[src/rtl/hazard_unit.sv]
// Pipeline hazard controller: EX forwarding, load-use bubble, branch flush, data-memory wait FSM.
// Latency: stall/flush/forward are combinational from inputs and FSM state; mem_err is registered.
// Backpressure: a busy data memory freezes all stages; optional HAZARD_PERF_EN adds perf counters.
module hazard_unit #(
    parameter int         MEM_TIMEOUT = 16,
    parameter logic [1:0] LOAD_SRC    = 2'b01
) (
    input  logic       clk,
    input  logic       rst,
    input  logic [4:0] rs1_d,
    input  logic [4:0] rs2_d,
    input  logic [4:0] rs1_e,
    input  logic [4:0] rs2_e,
    input  logic [4:0] rd_e,
    input  logic       rd_write_e,
    input  logic [1:0] rd_write_src_e,
    input  logic       pc_write_e,
    input  logic [4:0] rd_m,
    input  logic       rd_write_m,
    input  logic       mem_req_m,
    input  logic       mem_ready,
    input  logic [4:0] rd_w,
    input  logic       rd_write_w,
    output logic       stall_f,
    output logic       stall_d,
    output logic       stall_e,
    output logic       stall_m,
    output logic       flush_d,
    output logic       flush_e,
    output logic [1:0] forwarding_rs1_e,
    output logic [1:0] forwarding_rs2_e,
    output logic       mem_err
`ifdef HAZARD_PERF_EN
    ,
    output logic [31:0] perf_stall_cnt,
    output logic [31:0] perf_flush_cnt
`endif
);

    localparam int WCNT_W = $clog2(MEM_TIMEOUT + 1);
    localparam logic [WCNT_W-1:0] WCNT_MAX = WCNT_W'(MEM_TIMEOUT);

    typedef enum logic [1:0] {
        M_IDLE,
        M_WAIT,
        M_ERR
    } mem_state_t;

    mem_state_t        state;
    logic [WCNT_W-1:0] wcnt;
    logic              load_use;
    logic              mem_stall;

    // Memory stage result beats writeback; x0 is hardwired and never forwarded.
    function automatic logic [1:0] fwd_sel(input logic [4:0] rs);
        logic [1:0] sel;
        sel = 2'b00;
        if (rd_write_m && rd_m != 5'd0 && rd_m == rs)
            sel = 2'b10;
        else if (rd_write_w && rd_w != 5'd0 && rd_w == rs)
            sel = 2'b01;
        return sel;
    endfunction

    assign forwarding_rs1_e = fwd_sel(rs1_e);
    assign forwarding_rs2_e = fwd_sel(rs2_e);

    assign load_use = rd_write_e && (rd_write_src_e == LOAD_SRC) && (rd_e != 5'd0) &&
                      ((rd_e == rs1_d) || (rd_e == rs2_d));

    // A ready response in M_WAIT releases the pipe in the same cycle.
    assign mem_stall = (state == M_ERR) ||
                       (!mem_ready && ((state == M_WAIT) || mem_req_m));

    always_comb begin
        stall_f = 1'b0;
        stall_d = 1'b0;
        stall_e = 1'b0;
        stall_m = 1'b0;
        flush_d = 1'b0;
        flush_e = 1'b0;
        if (mem_stall) begin
            stall_f = 1'b1;
            stall_d = 1'b1;
            stall_e = 1'b1;
            stall_m = 1'b1;
        end else if (pc_write_e) begin
            flush_d = 1'b1;
            flush_e = 1'b1;
        end else if (load_use) begin
            stall_f = 1'b1;
            stall_d = 1'b1;
            flush_e = 1'b1;
        end
    end

    always_ff @(posedge clk) begin
        if (rst) begin
            state   <= M_IDLE;
            wcnt    <= '0;
            mem_err <= 1'b0;
        end else begin
            case (state)
                M_IDLE: begin
                    if (mem_req_m && !mem_ready) begin
                        state <= M_WAIT;
                        wcnt  <= WCNT_W'(1);
                    end else begin
                        wcnt  <= '0;
                    end
                end
                M_WAIT: begin
                    if (mem_ready) begin
                        state <= M_IDLE;
                        wcnt  <= '0;
                    end else if (wcnt == WCNT_MAX) begin
                        state   <= M_ERR;
                        mem_err <= 1'b1;
                    end else begin
                        wcnt <= wcnt + WCNT_W'(1);
                    end
                end
                M_ERR: begin
                    state <= M_ERR;
                end
                default: begin
                    state <= M_IDLE;
                    wcnt  <= '0;
                end
            endcase
        end
    end

`ifdef HAZARD_PERF_EN
    always_ff @(posedge clk) begin
        if (rst) begin
            perf_stall_cnt <= '0;
            perf_flush_cnt <= '0;
        end else begin
            if (stall_d && perf_stall_cnt != 32'hFFFF_FFFF)
                perf_stall_cnt <= perf_stall_cnt + 32'd1;
            if (flush_e && perf_flush_cnt != 32'hFFFF_FFFF)
                perf_flush_cnt <= perf_flush_cnt + 32'd1;
        end
    end
`endif

endmodule

[config.mk]
export PLATFORM = sky130hd
export DESIGN_NAME = hazard_unit
export DESIGN_NICKNAME = d
export VERILOG_FILES = /design/src/rtl/hazard_unit.sv
export SDC_FILE = /design/constraint.sdc
export NUM_CORES = 1
export LEC_CHECK = 0
export BUFFER_PORTS_ARGS = -buffer_cell sky130_fd_sc_hd__buf_2
export CAP_MARGIN = 20
export CORE_MARGIN = 8
export CORE_UTILIZATION = 39
export CTS_BUF_LIST = sky130_fd_sc_hd__clkbuf_4
export DETAILED_ROUTE_END_ITERATION = 10
export GPL_TIMING_DRIVEN = 0
export PLACE_DENSITY = 0.82
export SYNTH_ARGS = -nofsm -noshare
export SYNTH_HDL_FRONTEND = slang
export SYNTH_SLANG_ARGS = --single-unit
[constraint.sdc]
create_clock -name clk -period 1.4 [get_ports clk]
set_clock_uncertainty 0.05 [all_clocks]
set_input_delay 0.14 -clock clk [delete_from_list [all_inputs] [get_ports clk]]
set_output_delay 0.14 -clock clk [all_outputs]
set_load 0.005 [all_outputs]
# After elaboration in Yosys (flattened, before gate mapping)

Index checks and enable logic that the tools add are counted.

Register bits: 8
Input bits: 45
Output and inout port bits: 11
Logic and storage cells: 61

Add/subtract/negate cells: 1
Eq/ne operators: 13
Mux-type cells: 20
Bitwise operators: 2
Reductions and logical operators: 22

Operators by type and width:

| cell                | count |
|---|---|
| $eq 5x5->1          | 6 |
| $pmux 5 s3          | 1 |
| $reduce_bool 5->1   | 3 |
| $logic_and 1x1->1   | 11 |
| $mux 1              | 11 |
| $mux 2              | 5 |
| $mux 5              | 2 |
| $pmux 2 s3          | 1 |
| $add 5x1->5 const B | 1 |
| $eq 5x5->1 const B  | 1 |
| $eq 2x1->1 const B  | 2 |
| $reduce_and 2->1    | 2 |
| $logic_or 1x1->1    | 3 |
| $ne 3x2->1 const B  | 1 |
| $ne 3x3->1 const B  | 1 |
| $reduce_and 3->1    | 1 |
| $eq 2x2->1 const B  | 1 |
| $logic_not 2->1     | 1 |
| $ne 2x2->1 const B  | 1 |
| $not 1->1           | 2 |
| $logic_not 1->1     | 1 |

# Logic depth before layout (Yosys ltp)

Gate-level depths: netlist of run 1.

Depth in word-level cells: 7
Depth in mapped cells: 6
Mapped depth without buffers: 6

# Worst setup path after synthesis of run 1

No wires, ideal clock.

Kind: register to register
Start point: reg wcnt[0]
End point: reg wcnt[0]
Library setup time: 0.086 ns
Data arrival time: 1.312 ns
Required time: 1.264 ns
Path slack: -0.047 ns
Cell stages (with the launch flop): 7
Path buffers: 0
Path through: dfxtp_1 > inv_1 > ha_1 > and4bb_2 > xnor2_1 > a21o_1 > a211oi_1

Cells in the longest elaborated chain, start to end: 4

Ends and longest elaborated chain:

| element                  | RTL line | source |
|---|---|---|
| start: declaration       | 50       | `logic [WCNT_W-1:0] wcnt;` |
| start signal: assignment | 120      | `wcnt <= wcnt + WCNT_W'(1);` |
| $add 5x1->5              | 120      |  |
| $mux 5                   | 116      | `end else if (wcnt == WCNT_MAX) begin` |
| $mux 5                   | 113      | `if (mem_ready) begin` |
| $pmux 5 s3               | 103      | `case (state)` |

Parallel ways exist; a longest one is shown, timed or not. The select of a mux whose other input is x is not followed.
A chain may end at the register's enable or synchronous reset.

# Final worst setup path of run 1

Start point: in rd_e[3]
End point: out flush_e

Cells in the longest elaborated chain, start to end: 6

Ends and longest elaborated chain:

| element                                                      | RTL line | source |
|---|---|---|
| start: declaration                                           | 14       | `input logic [4:0] rd_e,` |
| $eq 5x5->1 / $reduce_bool 5->1 (equally long branches)       | 69, 68   |  |
| $logic_or 1x1->1 / $logic_and 1x1->1 (equally long branches) | 69, 68   |  |
| $logic_and 1x1->1 (*)                                        | 68       | `assign load_use = rd_write_e && (rd_write_src_e == LOAD_SRC) && (rd_e != 5'd0) &&` |
| $mux 1 (*)                                                   | 90       | `end else if (load_use) begin` |
| $mux 1 (*)                                                   | 87       | `end else if (pc_write_e) begin` |
| $mux 1 (*)                                                   | 82       | `if (mem_stall) begin` |
| end: declaration                                             | 29       | `output logic flush_e,` |

Mark *: on every way between the ends. The rest lies on a longest branch, timed or not.

==> results_dict.tcl, run 1 <==
set metrics [dict create \
    status "finished with violations" \
    violations "negative setup slack" \
    ir_drop_uv 339 \
    fmax_mhz 614 \
    power.density_nw_per_um2 494 \
    fin_area_um2 1490 \
    finalNetCount 221 \
    crit_arrival_ns 1.44 \
    rows 17 \
    multi_input_area_um2 791 \
    path_max_fanout 2 \
    start_util_pct 39.8 \
    cts_hold_buf 0 \
    cp-start-kind "primary input" \
    async_flop_share_pct 0 \
    cts_buffers 3 \
    postRouteWirelength_um 3440 \
    grt_pass1_vias 1091 \
    utilization_pct 69.3 \
    synthTopCellsByCount "xor2_1, nor2_1, dfxtp_1, xnor2_1, inv_1" \
    worstMarginPinSlew_ns 0.424 \
    grt_util_all_layers_pct 13.9 \
    path_clk_slew_ns 0.05 \
    h-tree-depth 1 \
    synth_area_leaders "xor2_1, dfxtp_1, xnor2_1, nor2_1, or4_1" \
    syn2layout_area_growth_pct 74.2 \
    synth-seq-cells 8 \
    cts.path.max_buffers 2 \
    leakagePower_nw 0.662 \
    synth_top_area_share_pct 26.6 \
    synth_cells 105 \
    vias 1049 \
    root_buffer "clkbuf_4" \
    fill_cells 156 \
    synth.distinct_cells 34 \
    endpoint_kind "primary output" \
    yosysWarnings 0 \
    yosysMostFrequentCell "xor2_1" \
    layout_setup_ws_ns -0.227 \
    hpwl_um 2320 \
    drc 0 \
    clkSinkCount 8 \
    n_antenna_cell 0 \
    layout_min_cycle_time_ns 1.63 \
    yosys.area.top_type "xor2_1" \
    ant_nets 0 \
    final-hold-violation-count 0 \
    dieArea_um2 3950 \
    hp-class "in -> reg" \
    numPortBuffers 55 \
    overflow 0 \
    grt_pass1_wl_um 4730 \
    dieWidth_um 62.8 \
    rsz0062_at_grt "yes" \
    critPathKind "in -> out" \
    ys_seq_area_share_pct 18.7 \
    min_path_cells 2 \
    grt_max_degree 9 \
    fin_crit_sh_pct 116 \
    viasPerCell 5.25 \
    syn_avg_cell_area_um2 8.14 \
    drt_iter0_drc 27 \
    dieHeight_um 62.8 \
    r2r_cells 6 \
    avgRoutedWirePerCell_um 17.2 \
    max_cap_viol_count 0 \
    seq_area_um2 168 \
    drive_gt1_share_pct 56.4 \
    dpl_cell_area_um2 1170 \
    syn-cell-area_um2 855 \
    clkLatencyLatePin_ns 0.25 \
    critPathMaxStageDelay_ns 0.54 \
    crit_required_ns 1.21 \
    synth-edff-count 0 \
    antenna_found_initial 0 \
    syn-num-nets 152 \
    slew_violations 0 \
    core_area_um2 2150 \
    globalplace.congestion 0.939 \
    worstPathCellList "buf_8, or4_4, o2111ai_4, nand3b_1, o21bai_1, buf_2" \
    cts_tree "built" \
    pre_cts_slack_ns -0.235 \
    setup_viol 6 \
    fin_total_pwr_uw 736 \
    num_io_pins 56 \
    first_pass_iters 4 \
    slowest_stage "or4_4" \
    relSlewSlack_pct 71.8 \
    synth_ff_type "dfxtp_1" \
]
## metrics by stage
step | cells | hold slack, ns | TNS, ns
floorplan | 105 | 0.155 | 0
global placement | 188 | 0.352 | -0.943
detailed placement | 188 | 0.365 | -1.09
CTS | 197 | 0.0928 | -1.11
global route | 200 | 0.112 | -1.24
finish | 200 | 0.0996 | -0.784
## critical path: cells and delay by family
kind	cells	cell delay [ns]
AND/OR/NAND/NOR	2	0.72
AO/OA/AOI/OAI	2	0.34
buffers and inverters	2	0.23
## sequential cells by signal (all words and copies together), names as in the netlist
name	flops
wcnt	5
state	2
mem_err	1
## worst paths after layout
check | from | slack [ns] | to
worst min-delay path | rst | 0.1 | wcnt[0]
worst min register to register | mem_err | 0.42 | mem_err
worst max register to register | wcnt[0] | 0 | wcnt[0]
worst max-delay path | rd_e[3] | -0.23 | flush_e
## cell families after synthesis
group                      count (synthesis)  synth area share (%)
xor gates and xnor gates                  33                  33.8
AOI/OAI and AO/OA                         16                  12.3
adders and majority gates                  2                  2.93
and+or+nand+nor                           39                  28.3
buffers and inverters                      7                  3.95
DFF                                        8                  18.7
## final cells by class
class,count,share of cell area (%)
Sequential cell,8,11.3
Inverter,5,1.26
Buffer,2,1.26
Multi-Input combinational cell,90,53.1
Tap cell,28,2.35
Timing Repair Buffer,64,29.2
Clock buffer,3,1.51
## report_power, final
| part | leakage (nW) | internal [mW] | switching, mW | total, mW |
|---|---|---|---|---|
| clock network | 0.0138 | 0.0978 | 0.0739 | 0.172 |
| logic | 0.582 | 0.180 | 0.150 | 0.330 |
| registers | 0.0669 | 0.230 | 0.00366 | 0.234 |
## metal layers
layer	GRT usage, %	vias up	part of all wire (%)
li1	-	501	-
met3	4.84	8	5.5
met5	0	-	0
met2	25.7	49	55
met1	14.3	491	37
met4	3.99	0	1.9
## cell usage in the layout (no fill, tap or decap), types with 3 or more instances in the layout
cell	synthesis	routed
a21oi_1	4	4
buf_2	0	42
buf_4	2	11
buf_6	0	9
buf_8	0	4
clkbuf_4	0	3
dfxtp_1	8	4
dfxtp_2	0	3
inv_2	0	3
nor2_1	12	11
nor4_2	2	3
or4_4	1	4
xnor2_1	7	7
xor2_1	26	26
## timing repair
item / 4_1_cts / 5_1_grt
buffers inserted: 6 / 3
pin swaps: 16 / 8
setup endpoints to repair: 11 / 13
resized for setup: 24 / 32
hold endpoints to repair: 0 / 0
Power figures use the tool's default switching activity.
==> inputs of run 2 (changes only) <==
--- a/config.mk
+++ b/config.mk
@@ -7,6 +7,7 @@
 export LEC_CHECK = 0
 export BUFFER_PORTS_ARGS = -buffer_cell sky130_fd_sc_hd__buf_2
 export CAP_MARGIN = 20
+export CORE_ASPECT_RATIO = 0.8
 export CORE_MARGIN = 8
 export CORE_UTILIZATION = 39
 export CTS_BUF_LIST = sky130_fd_sc_hd__clkbuf_4
==> results_dict.tcl, run 2 (synthesis results as in run 1) <==
set metrics [dict create \
    numPortBuffers 55 \
    rsz0062_at_grt "yes" \
    r2r_end "wcnt[2]" \
    cts_hold_buf 0 \
    start_util_pct 40.3 \
    setup_tns_ns -1.26 \
    fmax_mhz 598 \
    grt_max_degree 9 \
    max_cap_viol_count 0 \
    core_area_um2 2120 \
    fin_total_pwr_uw 763 \
    crit_required_ns 1.21 \
    final_common_cell "buf_2" \
    path_max_fanout 2 \
    min_path_cells 2 \
    endpoint_kind "primary output" \
    postRouteWirelength_um 3540 \
    reg2reg_from "state[0]" \
    largest_reg_flops 5 \
    overflow 0 \
    hold_end "wcnt[1]" \
    antenna_found_initial 0 \
    clkSinkCount 8 \
    largest_register "wcnt" \
    violations "negative setup slack" \
    dieHeight_um 57.9 \
    final-hold-violation-count 0 \
    grt_pass1_vias 1075 \
    h-tree-depth 1 \
    avgRoutedWirePerCell_um 17.7 \
    drt_iter0_drc 19 \
    clkLatencyLatePin_ns 0.26 \
    vias 1041 \
    worst_hold_slack_ns 0.0744 \
    final_cell_mix "buf_2, xor2_1, buf_6" \
    cts_tree "built" \
    rrSetupSlack_ns -0.06 \
    dieArea_um2 3950 \
    rows 15 \
    fill_cells 148 \
    globalplace.congestion 0.860 \
    first_pass_iters 4 \
    drc 0 \
    finalNetCount 224 \
    layout_setup_ws_ns -0.273 \
    hp-class "in -> reg" \
    n_antenna_cell 0 \
    ant_nets 0 \
    leakagePower_nw 0.677 \
    grt_pass1_wl_um 4820 \
    critPathKind "in -> out" \
    drive_gt1_share_pct 59.4 \
    slew_violations 0 \
    crit_arrival_ns 1.48 \
    stdcell_count 200 \
    r2r_cells 6 \
    grt_util_all_layers_pct 15.7 \
    relSlewSlack_pct 73.8 \
    hpwl_um 2330 \
    hp-start "rst" \
    dieWidth_um 68.3 \
    viasPerCell 5.21 \
    status "finished with violations" \
    num_io_pins 56 \
    cts_buffers 3 \
    root_buffer "clkbuf_4" \
    syn2layout_area_growth_pct 78.8 \
    seq_area_um2 170 \
    path_clk_slew_ns 0.06 \
    setup_viol 15 \
    dp_cells 185 \
    power.density_nw_per_um2 500 \
    ir_drop_uv 340 \
    multi_input_area_um2 815 \
    cts.path.max_buffers 2 \
    worstMarginPinSlew_ns 0.390 \
    reg_top3 "wcnt: 5 flops, state: 2 flops, mem_err: 1 flops" \
    fin_crit_sh_pct 120 \
    pre_cts_slack_ns -0.308 \
    cp-start-kind "primary input" \
    layout_min_cycle_time_ns 1.67 \
]
run 2: cell types whose count changed in the layout (fill, tap and decap cells not counted), moves of 2 or more:
cell	previous run	this run
buf_8	4	2
buf_2	42	44
inv_2	3	1
buf_6	9	12
o21ai_2	0	2
run 2: area by class of cell:
cell class / count / area share (%)
buffer: 2 / 1.23
clock buffer: 3 / 1.47
tap: 25 / 2.05
timing repair buffer: 67 / 29.4
inverter: 5 / 1.39
sequential: 8 / 11.1
multi-input combinational: 90 / 53.3
run 2: worst max-delay path by stage:
stage                          end  slack, ns  depth (start not counted)  startpoint
2_1_floorplan              wcnt[0]       0.02                          6     wcnt[0]
6_report       forwarding_rs1_e[0]      -0.27                          6     rd_m[4]
3_3_place_gp   forwarding_rs2_e[0]      -0.24                          6     rd_m[1]
5_1_grt        forwarding_rs1_e[0]      -0.30                          6     rd_m[4]
3_5_place_dp   forwarding_rs1_e[0]      -0.31                          6     rd_m[1]
4_1_cts                    stall_f      -0.25                          6    state[0]
run 2: worst max-delay path, stage by stage:
cell and delay, ns:
buf_8 0.09, or4_4 0.53, o21ai_4 0.19, nor4_2 0.10
nor4_4 0.27, buf_2 0.16
run 2: layer usage:
layer	share of wire, %	global-route usage (%)
met1	36	15.5
met2	54	29.0
met3	7.1	2.88
met4	2.9	9.33
met5	0	0
run 2: per-stage QoR:
stage	area, um^2	utilization (%)
detailed placement	1160	54.8
finish	1530	72.0
global placement	1160	54.8
global route	1530	72.0
CTS	1370	64.4
floorplan	856	-
run 2: where the power goes:
part / leakage (nW) / internal (mW) / switching (mW)
clock network: 0.0138 / 0.0992 / 0.0947
registers: 0.0672 / 0.228 / 0.00285
logic: 0.596 / 0.180 / 0.158
total: 0.677 / 0.507 / 0.256
run 2: timing repair:
| action | in CTS | in global routing |
|---|---|---|
| setup buffers | 8 | 5 |
| pin swaps | 13 | 15 |
| setup endpoints to repair | 12 | 17 |
| gates resized for setup | 30 | 31 |
| cloned | 0 | 0 |
==> inputs of run 3 (changes only) <==
--- a/config.mk
+++ b/config.mk
@@ -13,6 +13,7 @@
 export CTS_BUF_LIST = sky130_fd_sc_hd__clkbuf_4
 export DETAILED_ROUTE_END_ITERATION = 10
 export GPL_TIMING_DRIVEN = 0
+export HOLD_SLACK_MARGIN = 0.15
 export PLACE_DENSITY = 0.82
 export SYNTH_ARGS = -nofsm -noshare
 export SYNTH_HDL_FRONTEND = slang
==> results_dict.tcl, run 3 (synthesis results as in run 1) <==
set metrics [dict create \
    status "finished with violations" \
    cts_buffers 3 \
    first_pass_iters 4 \
    viasPerCell 5.31 \
    r2r_cells 6 \
    power.density_nw_per_um2 500 \
    r2r_end "wcnt[2]" \
    setup_viol 14 \
    layout_min_cycle_time_ns 1.67 \
    cts.path.max_buffers 2 \
    slew_violations 0 \
    grt_pass1_wl_um 4830 \
    core_area_um2 2120 \
    worstMarginPinSlew_ns 0.397 \
    clkLatencyLatePin_ns 0.27 \
    ant_nets 0 \
    layout_setup_ws_ns -0.265 \
    path_clk_slew_ns 0.06 \
    dieWidth_um 68.3 \
    min_path_cells 3 \
    overflow 0 \
    reg_top3 "wcnt: 5 flops, state: 2 flops, mem_err: 1 flops" \
    fin_crit_sh_pct 119 \
    n_antenna_cell 0 \
    avgRoutedWirePerCell_um 18.1 \
    ir_drop_uv 334 \
    root_buffer "clkbuf_4" \
    rsz0062_at_grt "yes" \
    largest_reg_flops 5 \
    endpoint_kind "primary output" \
    max_cap_viol_count 0 \
    num_io_pins 56 \
    fill_cells 148 \
    syn2layout_area_growth_pct 79.9 \
    vias 1068 \
    reg2reg_from "state[0]" \
    start_util_pct 40.3 \
    fin_area_um2 1540 \
    relSlewSlack_pct 73.3 \
    dieArea_um2 3950 \
    rrSetupSlack_ns -0.05 \
    h-tree-depth 1 \
    hpwl_um 2330 \
    stdcell_count 201 \
    drive_gt1_share_pct 59.1 \
    numPortBuffers 55 \
    fmax_mhz 601 \
    final_common_cell "buf_2" \
    hold_end "state[0]" \
    drt_iter0_drc 16 \
    crit_arrival_ns 1.48 \
    hp-class "in -> reg" \
    dieHeight_um 57.9 \
    clkSinkCount 8 \
    leakagePower_nw 0.681 \
    crit_required_ns 1.21 \
    cts_tree "built" \
    finalNetCount 225 \
    grt_max_degree 9 \
    cp-start-kind "primary input" \
    hp-start "mem_ready" \
    final-hold-violation-count 0 \
    path_max_fanout 2 \
    largest_register "wcnt" \
    grt_util_all_layers_pct 15.7 \
    rows 15 \
    critPathKind "in -> out" \
    grt_pass1_vias 1078 \
    violations "negative setup slack" \
    globalplace.congestion 0.860 \
    dp_cells 185 \
    drc 0 \
    postRouteWirelength_um 3630 \
    antenna_found_initial 0 \
    final_cell_mix "buf_2, xor2_1, buf_6" \
    dpl_cell_area_um2 1160 \
]
==> run 3: changes by cell type in the layout (fill, tap and decap cells not counted) <==
cell           previous run  this run
dlygate4sd3_1             0         1
==> run 3: repair_timing <==
item                       4_1_cts  5_1_grt
hold buffers                     1        0
gates cloned                     0        0
setup endpoints to repair       12       17
pin swaps                       13       15
gates resized for setup         30       31
setup buffers                    8        5
hold endpoints to repair         5        0
==> run 3: layer usage <==
layer	up-vias	share of wire [%]	track usage, %
li1	509	-	-
met1	494	34	15.6
met2	52	55	29.0
met3	13	7.4	2.88
met4	0	3.6	9.33
met5	-	0	0
==> run 3: power by group <==
part | internal [mW] | switching (mW) | leakage [nW]
sequential | 0.228 | 0.00269 | 0.0672
clock | 0.0993 | 0.0962 | 0.0138
combinational | 0.182 | 0.160 | 0.600
==> run 3: final cells by class <==
class	count	area [um^2]	area share, %
inverter	5	21.3	1.38
clock buffer	3	22.5	1.46
multi-input combinational	90	815	53.0
tap	25	31.3	2.03
buffer	2	18.8	1.22
timing repair buffer	68	459	29.9
sequential	8	170	11.1
==> run 3: through the flow <==
stage | TNS (ns) | power [mW] | setup slack (ns) | hold WS [ns] | utilization (%)
5_1_grt | -2.09 | 0.802 | -0.305 | 0.205 | 72.5
2_1_floorplan | 0 | 0.349 | 0.0211 | 0.155 | -
3_3_place_gp | -0.970 | 0.466 | -0.243 | 0.345 | 54.8
4_1_cts | -2.09 | 0.714 | -0.248 | 0.151 | 64.9
3_5_place_dp | -1.29 | 0.473 | -0.308 | 0.352 | 54.8
6_report | -1.31 | 0.768 | -0.265 | 0.209 | 72.5
==> run 3: worst max path at each step <==
stage	end	startpoint	slack [ns]	cells past startpoint
floorplan	wcnt[0]	wcnt[0]	0.02	6
global placement	forwarding_rs2_e[0]	rd_m[1]	-0.24	6
detailed placement	forwarding_rs1_e[0]	rd_m[1]	-0.31	6
CTS	stall_f	state[0]	-0.25	6
global route	forwarding_rs1_e[0]	rd_m[4]	-0.30	6
finish	forwarding_rs1_e[0]	rd_m[4]	-0.27	6
==> run 3: critical path, stage by stage <==
cell	delay (ns)
buf_8	0.09
or4_4	0.53
o21ai_4	0.19
nor4_2	0.10
nor4_4	0.27
buf_2	0.16
